<file path="src/rtl/pulse_pkg.sv">
// Shared state encoding, ADC range and event field widths for the pulse peak detector.
package pulse_pkg;

  localparam int ADC_W     = 14;
  localparam int ADC_MAX   = 8191;
  localparam int ADC_MIN   = -8192;
  localparam int TS_W_DEF  = 32;
  localparam int WID_W_DEF = 16;
  localparam int DROP_W    = 16;

  typedef enum logic [1:0] {
    S_IDLE    = 2'd0,
    S_TRACK   = 2'd1,
    S_HOLDOFF = 2'd2
  } state_t;

  // Holdoff counter must hold the value HOLDOFF itself; keep at least one bit.
  function automatic int hold_cnt_w(input int holdoff);
    return (holdoff > 0) ? $clog2(holdoff + 1) : 1;
  endfunction

endpackage

</file>
<file path="src/rtl/pulse_evt_reg.sv">
// One-deep valid/ready event register: loads 1 clk after evt, frees on valid&ready.
// An event arriving while the register is full and not being drained is dropped and counted.
module pulse_evt_reg
  import pulse_pkg::*;
#(
  parameter int W     = ADC_W,
  parameter int TS_W  = TS_W_DEF,
  parameter int WID_W = WID_W_DEF
) (
  input  logic                clk,
  input  logic                rst,
  input  logic                evt,
  input  logic signed [W-1:0] evt_height,
  input  logic [TS_W-1:0]     evt_time,
  input  logic [WID_W-1:0]    evt_width,
  input  logic                peak_ready,
  output logic                peak_valid,
  output logic signed [W-1:0] peak_height,
  output logic [TS_W-1:0]     peak_time,
  output logic [WID_W-1:0]    peak_width,
  output logic [DROP_W-1:0]   drop_count
);

  logic load;
  logic drop;

  assign load = evt && (!peak_valid || peak_ready);
  assign drop = evt && peak_valid && !peak_ready;

  always_ff @(posedge clk or posedge rst) begin
    if (rst) begin
      peak_valid  <= 1'b0;
      peak_height <= '0;
      peak_time   <= '0;
      peak_width  <= '0;
      drop_count  <= '0;
    end else begin
      if (load) begin
        peak_valid  <= 1'b1;
        peak_height <= evt_height;
        peak_time   <= evt_time;
        peak_width  <= evt_width;
      end else if (peak_ready) begin
        peak_valid  <= 1'b0;
      end
      if (drop && (drop_count != {DROP_W{1'b1}})) begin
        drop_count <= drop_count + 1'b1;
      end
    end
  end

endmodule

</file>
<file path="src/rtl/pulse_peak_detect.sv">
// Threshold-crossing pulse detector reporting peak height, peak index and width per pulse.
// Event is visible 1 clk after the terminating sample; a full, stalled output drops and counts it.
module pulse_peak_detect
  import pulse_pkg::*;
#(
  parameter int W         = ADC_W,
  parameter int TS_W      = TS_W_DEF,
  parameter int WID_W     = WID_W_DEF,
  parameter int MIN_WIDTH = 2,
  parameter int HOLDOFF   = 8
) (
  input  logic                clk,
  input  logic                rst,
  input  logic                in_valid,
  input  logic signed [W-1:0] in_data,
  input  logic signed [W-1:0] threshold,
  input  logic                enable,
  output logic                peak_valid,
  input  logic                peak_ready,
  output logic signed [W-1:0] peak_height,
  output logic [TS_W-1:0]     peak_time,
  output logic [WID_W-1:0]    peak_width,
  output logic                busy,
  output logic [DROP_W-1:0]   drop_count
);

  localparam int HC_W = hold_cnt_w(HOLDOFF);

  state_t                state;
  logic [TS_W-1:0]       ts;
  logic [TS_W-1:0]       pk_ts;
  logic signed [W-1:0]   pk;
  logic [WID_W-1:0]      wid;
  logic [HC_W-1:0]       hcnt;
  logic                  above;
  logic                  evt;

  assign above = in_data > threshold;
  assign busy  = (state != S_IDLE);

  // Pulse end while armed: short pulses are runts and produce no event.
  assign evt = in_valid && enable && (state == S_TRACK) && !above &&
               (wid >= WID_W'(MIN_WIDTH));

  always_ff @(posedge clk or posedge rst) begin
    if (rst) begin
      state <= S_IDLE;
      ts    <= '0;
      pk    <= '0;
      pk_ts <= '0;
      wid   <= '0;
      hcnt  <= '0;
    end else if (in_valid) begin
      ts <= ts + 1'b1;
      case (state)
        S_IDLE: begin
          if (enable && above) begin
            state <= S_TRACK;
            pk    <= in_data;
            pk_ts <= ts;
            wid   <= WID_W'(1);
          end
        end
        S_TRACK: begin
          if (!enable) begin
            state <= S_IDLE;
          end else if (above) begin
            if (wid != {WID_W{1'b1}}) wid <= wid + 1'b1;
            if (in_data > pk) begin
              pk    <= in_data;
              pk_ts <= ts;
            end
          end else if (HOLDOFF == 0) begin
            state <= S_IDLE;
          end else begin
            hcnt  <= HC_W'(HOLDOFF);
            state <= S_HOLDOFF;
          end
        end
        S_HOLDOFF: begin
          if (!enable) begin
            hcnt  <= '0;
            state <= S_IDLE;
          end else begin
            hcnt <= hcnt - 1'b1;
            if (hcnt == HC_W'(1)) state <= S_IDLE;
          end
        end
        default: state <= S_IDLE;
      endcase
    end
  end

  pulse_evt_reg #(
    .W     (W),
    .TS_W  (TS_W),
    .WID_W (WID_W)
  ) u_evt_reg (
    .clk         (clk),
    .rst         (rst),
    .evt         (evt),
    .evt_height  (pk),
    .evt_time    (pk_ts),
    .evt_width   (wid),
    .peak_ready  (peak_ready),
    .peak_valid  (peak_valid),
    .peak_height (peak_height),
    .peak_time   (peak_time),
    .peak_width  (peak_width),
    .drop_count  (drop_count)
  );

endmodule

</file>
<file path="config.mk">
export PLATFORM = sky130hd
export DESIGN_NAME = pulse_peak_detect
export DESIGN_NICKNAME = d
export VERILOG_FILES = /design/src/rtl/pulse_pkg.sv /design/src/rtl/pulse_evt_reg.sv /design/src/rtl/pulse_peak_detect.sv
export SDC_FILE = /design/constraint.sdc
export NUM_CORES = 1
export LEC_CHECK = 0
export ABC_AREA = 1
export BUFFER_PORTS_ARGS = -buffer_cell sky130_fd_sc_hd__buf_4
export CORE_UTILIZATION = 34
export DETAILED_ROUTE_END_ITERATION = 6
export PLACE_DENSITY_LB_ADDON = 0.12
export SLEW_MARGIN = 20
export SYNTH_ARGS = -nofsm -noshare
export SYNTH_HDL_FRONTEND = slang
export SYNTH_SLANG_ARGS = --single-unit
</file>
<file path="constraint.sdc">
create_clock -name clk -period 6.8 [get_ports clk]
set_clock_uncertainty 0.05 [all_clocks]
set_input_delay 0 -clock clk [delete_from_list [all_inputs] [get_ports clk]]
set_output_delay 0 -clock clk [all_outputs]
set_load 0.005 [all_outputs]
</file>
## After elaboration in Yosys (flattened, before gate mapping)

Cells that the tools add are included.
Widths: inputs -> output; s select.

| word-level totals | value |
|---|---|
| output and inout bits | 80 |
| memory bits (writable) | 0 |
| register bits after elaboration | 179 |
| bits in latches | 0 |
| ROM bits | 0 |
| logic and storage cells | 80 |
| bits of input ports | 33 |
| memories kept | 0 |

| operators by class | value |
|---|---|
| $lt $le $gt $ge | 3 |
| multipliers | 0 |
| reduce and logical (&&, ||, !) cells | 22 |
| shifts and indexed selects | 0 |
| div/mod/pow operators | 0 |
| $add $sub $neg | 4 |
| bitwise gates (word level) | 0 |
| equality and inequality tests | 13 |
| mux-type cells | 27 |

Operators with widths:

| operator | number |
|---|---|
| $mux 32 | 4 |
| $mux 16 | 4 |
| $pmux 32 s2 | 1 |
| $mux 14 | 4 |
| $add 16x1->16 const B | 2 |
| $add 32x1->32 const B | 1 |
| $ne 16x16->1 const B | 2 |
| $pmux 16 s2 | 1 |
| $gt 14x14->1 | 2 |
| $pmux 14 s2 | 1 |
| $ge 16x2->1 const B | 1 |
| $mux 4 | 3 |
| $reduce_and 6->1 | 2 |
| $mux 2 | 5 |
| $logic_and 1x1->1 | 9 |
| $ne 2x2->1 const B | 4 |
| $pmux 4 s2 | 1 |
| $reduce_and 4->1 | 2 |
| $reduce_bool 2->1 | 4 |
| $ne 3x3->1 const B | 2 |
| $pmux 2 s3 | 1 |
| $eq 4x1->1 const B | 1 |
| $ne 2x1->1 const B | 2 |
| $sub 4x1->4 const B | 1 |
| other kinds (6) | 9 |

## Longest topological paths before layout

| logic depth | value |
|---|---|
| depth after elaboration | 7 |
| gate-level depth with buffers | 18 |
| mapped depth without buffers | 17 |

## Modules after synthesis

From an unflattened synthesis, not the netlist that was laid out.

| second synthesis, totals | value |
|---|---|
| cells, all modules | 1014 |
| area total of the unflattened synthesis | 9007.4 µm² |

Modules (own cells, without submodules):

| module | seq. area each (µm²) | instances | area each (µm²) | cells an instance |
|---|---|---|---|---|
| pulse_peak_detect | 2502.4 | 1 | 5672.9 | 737 |
| pulse_evt_reg | 1976.9 | 1 | 3334.4 | 277 |

## Least setup slack after synthesis

Ideal clock, no wire load.

| timing | value |
|---|---|
| path kind | reg-to-reg |
| start point | reg pk[11] |
| end point | reg pk[0] |
| setup slack | 4887 ps |
| buffers on the path | 1 |
| stages on the path, launching flop included | 18 |
| clock period less this slack | 1913 ps |
| arrival time | 1747 ps |
| required time | 6634 ps |
| library setup time | 116 ps |
| path through | dfrtp_1 > inv_1 > ha_1 > nand2_1 > inv_1 > o21ai_0 > nand2_1 > nor2_1 > nand2_1 > nand2_1 > nand2_1 > nor2_1 > nand2_1 > nand2_2 > nand2_2 > buf_2 > nand2_1 > nand2_1 |

| between the ends | value |
|---|---|
| word-level cells in the longest chain between the ends | 3 |

RTL lines:

| what | line | text |
|---|---|---|
| from (decl) | pulse_peak_detect.sv:32 | `logic signed [W-1:0] pk;` |
| from (signal assigned) | pulse_peak_detect.sv:59 | `pk <= in_data;` |
| from (signal assigned) | pulse_peak_detect.sv:70 | `pk <= in_data;` |
| $gt 14x14->1 | pulse_peak_detect.sv:69 | `if (in_data > pk) begin` |
| $ne 2x1->1 (no source line) | n/a |  |
| $reduce_and 6->1 (no source line) | n/a |  |

Every way passes these cells.
A chain may end at the register's enable or synchronous reset.

## Worst setup path after layout

| timing | value |
|---|---|
| start point | in in_data[13] |
| end point | reg pk_ts[11] |

| between the ends | value |
|---|---|
| word-level cells in the longest chain between the ends | 4 |
| elaborated cells between the ends (all ways) | 7 |
| those cells by class | order compare: 2; eq/ne: 3; reduce/logical: 2 |

RTL lines:

| what | line | text |
|---|---|---|
| from (decl) | pulse_peak_detect.sv:15 | `input logic signed [W-1:0] in_data,` |
| $gt 14x14->1 | pulse_peak_detect.sv:38 | `assign above = in_data > threshold;` |
| $logic_and 1x1->1 | pulse_peak_detect.sv:57 | `if (enable && above) begin` |
| $ne 2x2->1 (no source line) | n/a |  |
| $reduce_and 6->1 (no source line) (*) | n/a |  |
| to (signal assigned) | pulse_peak_detect.sv:60 | `pk_ts <= ts;` |
| to (signal assigned) | pulse_peak_detect.sv:71 | `pk_ts <= ts;` |
| to (decl) | pulse_peak_detect.sv:31 | `logic [TS_W-1:0] pk_ts;` |

Mark *: on every way between the ends. The rest lies on a longest branch, timed or not.

==> impl_metrics.prom <==
# TYPE chip_impl_metric gauge
chip_impl_metric{name="drtAntennaViolNets",unit=""} 0
chip_impl_metric{name="hold_viol_final",unit=""} 0
chip_impl_metric{name="netlist.area_leader.share",unit="%"} 50.0
chip_impl_metric{name="slowest_delay",unit="ps"} 800
chip_impl_info{name="cts_root_buffer",value="sky130_fd_sc_hd__clkbuf_16"} 1
chip_impl_metric{name="report.power.total",unit="mW"} 3.29
chip_impl_metric{name="synthesis.area",unit="µm²"} 8970
chip_impl_metric{name="post_drt_wl_per_cell",unit="µm"} 13.6
chip_impl_info{name="crit_end",value="pk_ts[11]"} 1
chip_impl_info{name="holdCritPathClass",value="in -> async"} 1
chip_impl_metric{name="drt-initial-drc-count",unit=""} 414
chip_impl_metric{name="internal-power",unit="mW"} 2.14
chip_impl_metric{name="die_area",unit="µm²"} 27000
chip_impl_metric{name="post-cts-setup-buffer-count",unit=""} 0
chip_impl_metric{name="grt_antenna_before_repair",unit=""} 0
chip_impl_metric{name="swShare",unit="%"} 34.8
chip_impl_info{name="grt_setup_unrepaired",value="false"} 1
chip_impl_metric{name="yosysUniqueCellTypes",unit=""} 35
chip_impl_metric{name="gp_congestion",unit=""} 0.817
chip_impl_metric{name="report.final.slew_viol_count",unit=""} 0
chip_impl_info{name="r2r_end",value="pk_ts[11]"} 1
chip_impl_metric{name="initial_core_util",unit="%"} 34.5
chip_impl_metric{name="report.final.setup_viol",unit=""} 0
chip_impl_metric{name="powerDensity",unit="nW/µm²"} 305
chip_impl_info{name="path_cells",value="dlygate4sd3_1 -> buf_4 -> ha_1 -> nand2_2 -> inv_2 -> nand2_1 -> nand2_1 -> a21oi_1 -> nand2_1 -> nand2_1 -> nand3_2 -> nor2_2 -> nand2_1 -> nand2_2 -> nand2_2 -> nand2_1 -> nand2_1"} 1
chip_impl_metric{name="regToRegSetupSlack",unit="ps"} 3320
chip_impl_metric{name="detail_route.first_pass.iterations",unit=""} 4
chip_impl_metric{name="drv.max_cap_violation_count",unit=""} 0
chip_impl_metric{name="syn-num-nets",unit=""} 1159
chip_impl_info{name="setup.worst_path.class",value="in -> reg"} 1
chip_impl_info{name="synth_largest_area_cell",value="sky130_fd_sc_hd__dfrtp_1"} 1
chip_impl_metric{name="path_buf_inv",unit=""} 3
chip_impl_metric{name="switching_power",unit="mW"} 1.14
chip_impl_metric{name="grt_use_total",unit="%"} 17.1
chip_impl_metric{name="yosys_warnings",unit=""} 0
chip_impl_info{name="status",value="completed"} 1
chip_impl_info{name="critical_path.slowest_cell",value="sky130_fd_sc_hd__nand2_2"} 1
chip_impl_info{name="synth_area_leaders",value="sky130_fd_sc_hd__dfrtp_1, sky130_fd_sc_hd__nand2_1, sky130_fd_sc_hd__nand3_1"} 1
chip_impl_metric{name="utilization_of_the_core_after_routing",unit="%"} 41.4
chip_impl_info{name="critical_path.reg2reg.startpoint",value="pk[5]"} 1
chip_impl_metric{name="cellLeakagePower",unit="nW"} 5.77
chip_impl_info{name="start_kind",value="input pin"} 1
chip_impl_metric{name="floorplan.io_pins",unit=""} 113
chip_impl_metric{name="grt_start_max_net_pins",unit=""} 86
chip_impl_metric{name="synth_edf_count",unit=""} 0
chip_impl_metric{name="timing.reg2reg.worst_path_depth",unit=""} 15
chip_impl_metric{name="place.port_buffers",unit=""} 112
chip_impl_metric{name="core.rowCount",unit=""} 59
chip_impl_metric{name="die_w",unit="µm"} 164
chip_impl_metric{name="crit_fanout",unit=""} 47
chip_impl_metric{name="ir_worst_vdd",unit="mV"} 0.167
chip_impl_metric{name="dieHeight",unit="µm"} 164
chip_impl_metric{name="placed_area",unit="µm²"} 10000
chip_impl_metric{name="async_flop_share",unit="%"} 100
chip_impl_metric{name="tightest_slew",unit="ps"} 990
chip_impl_metric{name="synth_instances",unit=""} 1092
chip_impl_metric{name="global_route.overflow_total",unit=""} 0
chip_impl_metric{name="placed_cells",unit=""} 1510
chip_impl_metric{name="fmax",unit="GHz"} 0.272
chip_impl_metric{name="cts_made_buffers",unit=""} 17
chip_impl_metric{name="vias",unit=""} 7124
chip_impl_info{name="synthFlopType",value="sky130_fd_sc_hd__dfrtp_1"} 1
chip_impl_info{name="startpoint",value="in_data[13]"} 1
chip_impl_metric{name="worstSetupPathDepth",unit=""} 17
chip_impl_metric{name="avgSynthCellArea",unit="µm²"} 8.21
chip_impl_metric{name="cts-resized-gates",unit=""} 0
chip_impl_metric{name="synth-seq-cells",unit=""} 179
chip_impl_metric{name="core-area",unit="µm²"} 26000
chip_impl_metric{name="detail_route.wirelength",unit="mm"} 21.3
chip_impl_info{name="tritoncts",value="yes"} 1
chip_impl_metric{name="clock_path_buffers",unit=""} 2
chip_impl_metric{name="vias_in_the_first_global_route",unit=""} 7248
chip_impl_metric{name="slew_headroom",unit="%"} 33.8
chip_impl_metric{name="period_share",unit="%"} 54.1
chip_impl_metric{name="timing.critical_path.arrival",unit="ps"} 3930
chip_impl_metric{name="total_negative_setup_slacks",unit="ps"} 0
chip_impl_info{name="cp-end-kind",value="register"} 1
chip_impl_metric{name="cts_num_sinks",unit=""} 179
chip_impl_info{name="critical_path.top_delay_family",value="simple AND/OR/NAND/NOR gates"} 1
chip_impl_metric{name="grt_pass1_wl",unit="mm"} 36.3
chip_impl_metric{name="route.detailed.vias_per_inst",unit=""} 4.57
chip_impl_metric{name="fin_crit",unit="ps"} 3680
chip_impl_metric{name="area_delta_synth_final",unit="%"} 20.1
chip_impl_metric{name="h-tree-depth",unit=""} 4
chip_impl_metric{name="clkPwrFrac",unit="%"} 29.8
chip_impl_metric{name="combinationalPowerShare",unit="%"} 27.7
chip_impl_metric{name="final_layout_size_suffix_gt1_share",unit="%"} 14.9
chip_impl_info{name="dominant_cell_type_by_count_on_the_critical_path",value="sky130_fd_sc_hd__nand2_1"} 1
chip_impl_metric{name="cp.required",unit="ps"} 7060
chip_impl_metric{name="antennaDiodeCount",unit=""} 0
chip_impl_metric{name="clkTransAtPathRegs",unit="ps"} 70
chip_impl_metric{name="cts_hold_buf",unit=""} 18
chip_impl_metric{name="remaining_drc_errors",unit=""} 0
chip_impl_metric{name="place_hpwl",unit="mm"} 14.6
chip_impl_metric{name="power.share.sequential",unit="%"} 42.5
chip_impl_metric{name="clkLatencyLatePin",unit="ps"} 430
chip_impl_metric{name="finalNonFillerCells",unit=""} 1559
chip_impl_metric{name="post_route_standard_cell_area_excluding_fillers",unit="µm²"} 10800
chip_impl_metric{name="synth-seq-area-share",unit="%"} 50.0
chip_impl_metric{name="final_nets",unit=""} 1279
[layout make-up]
type | count | area, µm²
clock inverter | 11 | 126
multi-input combinational | 759 | 3780
timing repair buffer | 136 | 1070
tap | 335 | 419
fill | 2697 | 15200
clock buffer | 20 | 447
sequential | 179 | 4480
inverter | 119 | 452
[tightest hold or removal path, stage by stage]
cell,delay (ps)
sky130_fd_sc_hd__dlygate4sd3_1,530
sky130_fd_sc_hd__buf_4,150
sky130_fd_sc_hd__inv_6,380
[registers in the layout, summed over array words and instances, names as in the netlist, 4 cells and up]
register,count
u_evt_reg.peak_height,14
pk,14
wid,16
pk_ts,32
hcnt,4
u_evt_reg.peak_width,16
u_evt_reg.peak_time,32
u_evt_reg.drop_count,16
ts,32
[power by group through the flow]
stage	Clock (mW)	Combinational [mW]	Sequential, mW
3_5_place_dp	0	0.921	1.41
6_report	0.980	0.911	1.40
5_1_grt	1.05	1.06	1.43
4_1_cts	1.02	0.932	1.40
3_3_place_gp	0	0.902	1.42
2_1_floorplan	0	0.683	1.39
[worst min path at each step]
stage	start	endpoint	slack [ps]	cells after the start
CTS	rst	u_evt_reg.drop_count[1]	140	3
detailed placement	rst	u_evt_reg.drop_count[1]	50	2
global route	rst	u_evt_reg.drop_count[1]	190	3
finish	rst	u_evt_reg.drop_count[1]	130	3
floorplan	in_data[0]	pk[0]	100	2
global placement	rst	u_evt_reg.peak_time[26]	60	2
[kinds of logic (layout without fill, tap and decap cells)]
family                     after synthesis  after routing  share of synthesized area (%)
and+or+nand+nor                        612            612                           29.1
DFF                                    179            179                           50.0
buffers and inverters                  154            286                           7.88
AOI/OAI and AO/OA                       72             72                           4.33
xor gates and xnor gates                41             41                           4.00
adders and majority gates               34             34                           4.74
[stage by stage]
stage,setup WS [ps],hold WS [ps]
3_5_place_dp,3210,54.7
2_1_floorplan,1890,95.3
6_report,3120,134
4_1_cts,3100,143
5_1_grt,2700,194
3_3_place_gp,3280,61.2
[Yosys cell counts, types with 12 or more instances]
master	count
sky130_fd_sc_hd__nand2_1	410
sky130_fd_sc_hd__dfrtp_1	179
sky130_fd_sc_hd__inv_1	112
sky130_fd_sc_hd__nand3_1	88
sky130_fd_sc_hd__nor2_1	52
sky130_fd_sc_hd__ha_1	34
sky130_fd_sc_hd__a21oi_1	25
sky130_fd_sc_hd__xor2_1	22
sky130_fd_sc_hd__o21ai_1	20
sky130_fd_sc_hd__xnor2_1	19
sky130_fd_sc_hd__o21ai_0	17
sky130_fd_sc_hd__buf_6	13
sky130_fd_sc_hd__buf_2	12
sky130_fd_sc_hd__nor4_1	12
[cell usage in the layout, fill, tap and decap left out, types with 2 or more instances in the layout]
master,netlist,routed
sky130_fd_sc_hd__nand2_1,410,410
sky130_fd_sc_hd__a31oi_1,5,5
sky130_fd_sc_hd__nor4_1,12,12
sky130_fd_sc_hd__a21oi_1,25,25
sky130_fd_sc_hd__o21ai_1,20,20
sky130_fd_sc_hd__nor3_1,11,11
sky130_fd_sc_hd__ha_1,34,34
sky130_fd_sc_hd__inv_1,112,111
sky130_fd_sc_hd__clkbuf_1,5,2
sky130_fd_sc_hd__nand4_1,11,11
sky130_fd_sc_hd__dfrtp_1,179,179
sky130_fd_sc_hd__clkinv_2,0,3
sky130_fd_sc_hd__o21ai_0,17,17
sky130_fd_sc_hd__o21bai_1,2,2
sky130_fd_sc_hd__nor3_2,2,2
sky130_fd_sc_hd__nor2_4,3,3
sky130_fd_sc_hd__clkbuf_16,0,17
sky130_fd_sc_hd__clkinv_4,0,2
sky130_fd_sc_hd__dlygate4sd3_1,0,18
sky130_fd_sc_hd__nand3_1,88,88
sky130_fd_sc_hd__nand2_2,6,6
sky130_fd_sc_hd__bufinv_16,0,2
sky130_fd_sc_hd__nor2_2,7,7
sky130_fd_sc_hd__nand3_2,4,4
sky130_fd_sc_hd__inv_6,0,4
sky130_fd_sc_hd__o21a_1,2,2
sky130_fd_sc_hd__buf_4,4,118
sky130_fd_sc_hd__xor2_1,22,22
sky130_fd_sc_hd__nor2_1,52,52
sky130_fd_sc_hd__xnor2_1,19,19
sky130_fd_sc_hd__inv_2,7,7
[metal layers]
layer | track usage, % | vias up | share of wire, %
li1 | - | 3672 | -
met1 | 22.4 | 3347 | 48
met2 | 28.9 | 85 | 48
met3 | 2.64 | 20 | 2.7
met4 | 5.00 | 0 | 1.3
met5 | 0 | - | 0
Power figures use the tool's default switching activity.
